--- src/rtl/csr_trap_ctrl.sv ---
// Sequencer between execute and the machine CSR unit: one system op at a time,
// interrupts sampled at accept, CSR faults retried as illegal-instruction traps.
// Ports: clk/reset; req_* (valid/ready request in), irq_* (level interrupts),
// csr_* (op/addr/wdata out, rdata/fault in), resp_* (valid/ready response out).
module csr_trap_ctrl #(
  parameter logic [2:0] IDLE_OP = 3'b010
) (
  input  logic        clk,
  input  logic        reset,
  input  logic        req_valid,
  output logic        req_ready,
  input  logic [2:0]  req_kind,
  input  logic [2:0]  req_funct3,
  input  logic [11:0] req_csr,
  input  logic [31:0] req_rs1,
  input  logic [4:0]  req_uimm,
  input  logic [31:0] req_pc,
  input  logic        irq_ext,
  input  logic        irq_sw,
  input  logic        irq_allow,
  output logic [2:0]  csr_op,
  output logic [11:0] csr_addr_exc,
  output logic [31:0] csr_wdata,
  input  logic [31:0] csr_rdata,
  input  logic        csr_fault,
  output logic        resp_valid,
  input  logic        resp_ready,
  output logic [31:0] resp_rdata,
  output logic        resp_retire,
  output logic        resp_redirect,
  output logic [31:0] resp_target
);

  typedef enum logic [1:0] {
    IDLE,
    ISSUE,
    WAIT,
    RESP
  } state_t;

  state_t state, state_nx;

  logic [2:0]  op_q;
  logic [11:0] ae_q;
  logic [31:0] wd_q;
  logic [31:0] pc_q;
  logic        csr_q;
  logic        mret_q;
  logic [31:0] rdata_q;
  logic [31:0] target_q;
  logic        retire_q;
  logic        redirect_q;

  logic        accept;
  logic        retry;
  logic        irq;
  logic        f3_ok;
  logic [2:0]  d_op;
  logic [11:0] d_ae;
  logic [31:0] d_wd;
  logic        d_csr;
  logic        d_mret;

  assign req_ready = (state == IDLE) & ~reset;
  assign accept    = req_valid & req_ready;
  // only a real CSR access may fault; the trap reissue clears csr_q
  assign retry     = (state == WAIT) & csr_q & csr_fault;

  always_comb begin
    irq    = irq_allow & (irq_ext | irq_sw);
    f3_ok  = req_funct3[1:0] != 2'b00;
    d_op   = 3'b000;
    d_ae   = 12'd2;
    d_wd   = req_pc;
    d_csr  = 1'b0;
    d_mret = 1'b0;
    unique case (1'b1)
      irq: begin
        d_ae = {7'b0, 1'b1, irq_ext ? 4'd11 : 4'd3};
      end
      ~irq & (req_kind == 3'b000) & f3_ok: begin
        d_op  = {1'b1, req_funct3[1:0]};
        d_ae  = req_csr;
        d_wd  = req_funct3[2] ? {27'b0, req_uimm} : req_rs1;
        d_csr = 1'b1;
      end
      ~irq & (req_kind == 3'b001): begin
        d_op   = 3'b001;
        d_ae   = 12'd0;
        d_wd   = 32'd0;
        d_mret = 1'b1;
      end
      ~irq & (req_kind == 3'b010): d_ae = 12'd11;
      ~irq & (req_kind == 3'b011): d_ae = 12'd3;
      default: ;
    endcase
  end

  always_comb begin
    state_nx = state;
    unique case (state)
      IDLE:  if (accept) state_nx = ISSUE;
      ISSUE: state_nx = WAIT;
      WAIT:  state_nx = retry ? ISSUE : RESP;
      RESP:  if (resp_ready) state_nx = IDLE;
      default: state_nx = IDLE;
    endcase
  end

  always_ff @(posedge clk) begin
    if (reset) state <= IDLE;
    else       state <= state_nx;
  end

  always_ff @(posedge clk) begin
    if (reset) begin
      op_q       <= 3'b000;
      ae_q       <= 12'd0;
      wd_q       <= 32'd0;
      pc_q       <= 32'd0;
      csr_q      <= 1'b0;
      mret_q     <= 1'b0;
      rdata_q    <= 32'd0;
      target_q   <= 32'd0;
      retire_q   <= 1'b0;
      redirect_q <= 1'b0;
    end else begin
      if (accept) begin
        op_q   <= d_op;
        ae_q   <= d_ae;
        wd_q   <= d_wd;
        pc_q   <= req_pc;
        csr_q  <= d_csr;
        mret_q <= d_mret;
      end
      if (retry) begin
        op_q  <= 3'b000;
        ae_q  <= 12'd2;
        wd_q  <= pc_q;
        csr_q <= 1'b0;
      end
      if ((state == WAIT) && !retry) begin
        rdata_q    <= csr_q ? csr_rdata : 32'd0;
        retire_q   <= csr_q | mret_q;
        redirect_q <= ~csr_q;
        target_q   <= csr_q ? 32'd0 : csr_rdata;
      end
    end
  end

  // the CSR unit sees a command only in ISSUE
  assign csr_op       = (state == ISSUE) ? op_q : IDLE_OP;
  assign csr_addr_exc = (state == ISSUE) ? ae_q : 12'd0;
  assign csr_wdata    = (state == ISSUE) ? wd_q : 32'd0;

  assign resp_valid    = state == RESP;
  assign resp_rdata    = resp_valid ? rdata_q : 32'd0;
  assign resp_retire   = resp_valid & retire_q;
  assign resp_redirect = resp_valid & redirect_q;
  assign resp_target   = resp_valid ? target_q : 32'd0;

endmodule

--- config.mk ---
export PLATFORM = sky130hd
export DESIGN_NAME = csr_trap_ctrl
export DESIGN_NICKNAME = d
export VERILOG_FILES = /design/src/rtl/csr_trap_ctrl.sv
export SDC_FILE = /design/constraint.sdc
export NUM_CORES = 1
export LEC_CHECK = 0
export ABC_CLOCK_PERIOD_IN_PS = 2340
export BUFFER_PORTS_ARGS = -buffer_cell sky130_fd_sc_hd__buf_2
export CAP_MARGIN = 10
export CORE_MARGIN = 2
export CORE_UTILIZATION = 47
export DETAILED_ROUTE_END_ITERATION = 10
export GPL_ROUTABILITY_DRIVEN = 0
export PLACE_DENSITY = 0.74
export RECOVER_POWER = 50
export SETUP_SLACK_MARGIN = 0.4
export SYNTH_ARGS = -nofsm -noshare
export SYNTH_HDL_FRONTEND = slang
export SYNTH_SLANG_ARGS = --single-unit
--- constraint.sdc ---
create_clock -name clk -period 2.34 [get_ports clk]
set_input_delay 0.117 -clock clk [delete_from_list [all_inputs] [get_ports clk]]
set_output_delay 0.117 -clock clk [all_outputs]
set_load 0.01 [all_outputs]
==> flow_metrics.py <==
metrics = {
    "final_layout": {
        "drive_gt1_share_pct": 23.6,
        "nets": 1159,
        "fin_cells": 1222,
        "design_area_sq_um": 9300,
        "utilization_pct": 70.2,
        "area_delta_synth_final_pct": 46.5,
    },
    "hold_path": {
        "hold_depth": 3,
        "hp-class": "primary input to flip-flop",
        "min_to": "wd_q[31]",
        "hold_start": "req_rs1[31]",
    },
    "clock_tree": {
        "insertion_delay_ns": 0.43,
        "clock-sinks": 148,
        "htreeDepth": 4,
        "cts_max_path_buffers": 2,
        "cts_tree": "built",
        "clkTransAtPathRegs_ns": 0.06,
        "cts_buffers": 17,
        "cts_root_buf": "clkbuf_16",
    },
    "floorplan": {
        "io_pins": 242,
        "dieArea_sq_um": 14500,
        "core_sq_um": 13200,
        "row_count": 42,
        "start_util_pct": 48.0,
        "fp.dieH_um": 120,
        "die_w_um": 120,
    },
    "yosys": {
        "synth_area_sq_um": 6350,
        "ys_seq_area_share_pct": 46.7,
        "ys.flop_type": "dfxtp_1",
        "synth_edf_count": 0,
        "synth_seq_cells": 148,
        "avgSynthCellArea_sq_um": 8.78,
        "yosys.cell_types.count": 39,
        "yosysWarnings": 0,
        "syn_inst": 723,
        "async_flop_share_pct": 0,
        "synthesis.nets": 850,
    },
    "critical_path": {
        "cp.required_ns": 2.63,
        "path_class": "flip-flop to flip-flop",
        "r2r-start": "state[1]",
        "cp-start-kind": "flip-flop",
        "crit_fanout": 13,
        "cp-end-kind": "flip-flop",
        "worst_ep_arrival_time_ns": 2.27,
        "ff2ff_path_depth": 4,
        "rrSetupSlack_ns": 0.37,
        "r2r_end": "wd_q[3]",
    },
    "timing": {
        "worst_pin_slew_ns": 0.828,
        "slew_viol_final": 0,
        "hold_viol_final": 0,
        "report.final.setup_viol": 0,
        "fin_crit_ns": 1.97,
        "fin_ws_ns": 0.367,
        "slew_headroom_pct": 44.6,
        "skew_ns": 0.0112,
        "final.setup.tns_ns": 0,
        "min_period_over_period_pct": 84.3,
        "max_clock_freq_mhz": 507,
        "rsz0062_at_grt": "true",
        "holdWs_ns": 0.0105,
    },
    "grt": {
        "grt_use_met2_pct": 47.6,
        "grt.overflow.total": 0,
        "antenna_found_initial": 1,
        "grt-busiest-layer": "met2",
        "gr-usage-met3_pct": 8.16,
        "grt_use_met1_pct": 34.3,
        "grt_max_degree": 65,
        "gr-usage-all-layers_pct": 28.8,
        "grt_first_pass_wirelength_um": 33100,
        "grt_pass1_vias": 6623,
    },
    "placement": {
        "preCtsSetupSlack_ns": 0.171,
        "dpl.hpwl_um": 12400,
        "placed_area_sq_um": 7700,
        "placedCellCount": 1088,
        "portBuffers": 241,
    },
    "power": {
        "leakage_nw": 4.20,
        "power_density_nw_per_um2": 681,
        "total_power_mw": 6.33,
        "irDropWorstVdd_v": 0.000529,
    },
    "routing": {
        "routed_wl_um": 21900,
        "num_vias": 6991,
        "drt-initial-drc-count": 791,
        "drc": 0,
        "firstDrtPassIters": 5,
        "postRouteAntennaNets": 0,
        "wl_per_cell_um": 17.9,
        "routed_via_density": 5.72,
    },
    "run": {
        "max_cap_viol_count": 0,
    },
    "run_status": {
        "outcome": "completed",
    },
}
-- cell usage after synthesis, types with 2 or more instances --
library cell	n	area (sq um)
and2_1	47	294
a22o_1	30	263
o21ai_0	2	10.0
o221ai_1	27	236
nor4_1	2	12.5
nand2b_1	5	31.3
o22ai_1	5	31.3
mux2_2	5	56.3
nor2_1	76	285
dfxtp_1	148	2960
o2bb2ai_1	2	17.5
a211oi_1	7	52.6
nand3_1	29	145
clkbuf_1	59	221
buf_1	4	15.0
a22oi_1	91	683
nand3b_1	5	37.5
nor2b_1	2	12.5
a2111oi_0	2	17.5
a21oi_1	13	65.1
nand2_1	34	128
and3_1	66	413
nor3_1	3	15.0
a221oi_1	7	61.3
inv_1	29	109
nor3_2	2	20.0
buf_2	9	45.0
-- placed cells by master, fill, tap and decap left out, drive strengths merged, types with 7 or more instances in the layout --
cell type / n
nand3: 29
nand2: 35
a221oi: 7
nor2: 76
a21oi: 13
and2: 47
a22oi: 91
inv: 29
o221ai: 27
buf: 195
dfxtp: 148
dlygate4sd3: 95
clkbuf: 93
a211oi: 7
a22o: 30
and3: 66
-- registers in the layout, indices dropped and copies added (netlist names) --
signal      flops
pc_q           32
mret_q          1
rdata_q        32
target_q       32
ae_q           12
state           2
redirect_q      1
op_q            3
retire_q        1
wd_q           32
-- critical path: stages, from the launching register on --
cell and delay [ns]:
dfxtp_1 0.37, or4b_4 0.67, clkbuf_1 0.31, a221oi_1 0.37, a211oi_1 0.12
-- layout make-up --
type	instances	area [sq um]
diodes	1	2.50
clock buffers	21	480
clock inverters	11	126
fillers	1072	3940
inverters	29	109
multi-input cells	474	3050
flip-flops and latches	148	2970
well taps	176	220
repair buffers	362	2340
-- power breakdown --
group,internal (mW),leakage [nW],switching [mW]
clock network,1.68,0.287,1.09
registers,2.65,1.21,0.0755
logic,0.397,2.71,0.444
total,4.73,4.20,1.61
-- logic make-up (layout without fill, tap and decap cells) --
logic type	after synthesis	in the layout	share of synthesized area, %
flip-flops	148	148	46.7
buffers and inverters	101	423	6.15
AND/OR/NAND/NOR	279	279	23.2
AO/OA/AOI/OAI	190	190	23.1
multiplexers	5	5	0.886
other	0	1	0
-- what timing repair did --
action | CTS | global route
resized for setup | 8 | 7
endpoints found under the setup margin | 87 | 83
pin swaps | 1 | 2
cloned | 0 | 2
hold buffers | 95 | 0
endpoints found under the hold margin | 139 | 0
setup buffers | 2 | 2
-- metal layers --
metal | share of wire, % | routed length, um
met5 | 0 | 0
met4 | 3.6 | 793
met3 | 7.7 | 1690
met2 | 49 | 10600
met1 | 40 | 8770
-- how the worst max path moves through the flow --
stage / cells after the start / endpoint / from / slack [ns]
after floorplan: 5 / op_q[2] / state[1] / 0.65
after global placement: 4 / wd_q[10] / state[1] / 0.21
after detailed placement: 4 / wd_q[27] / state[1] / 0.17
after CTS: 5 / csr_wdata[26] / state[1] / 0.38
after global routing: 6 / target_q[29] / state[1] / 0.24
final: 4 / wd_q[3] / state[1] / 0.37
(Power assumes the default switching activity.)
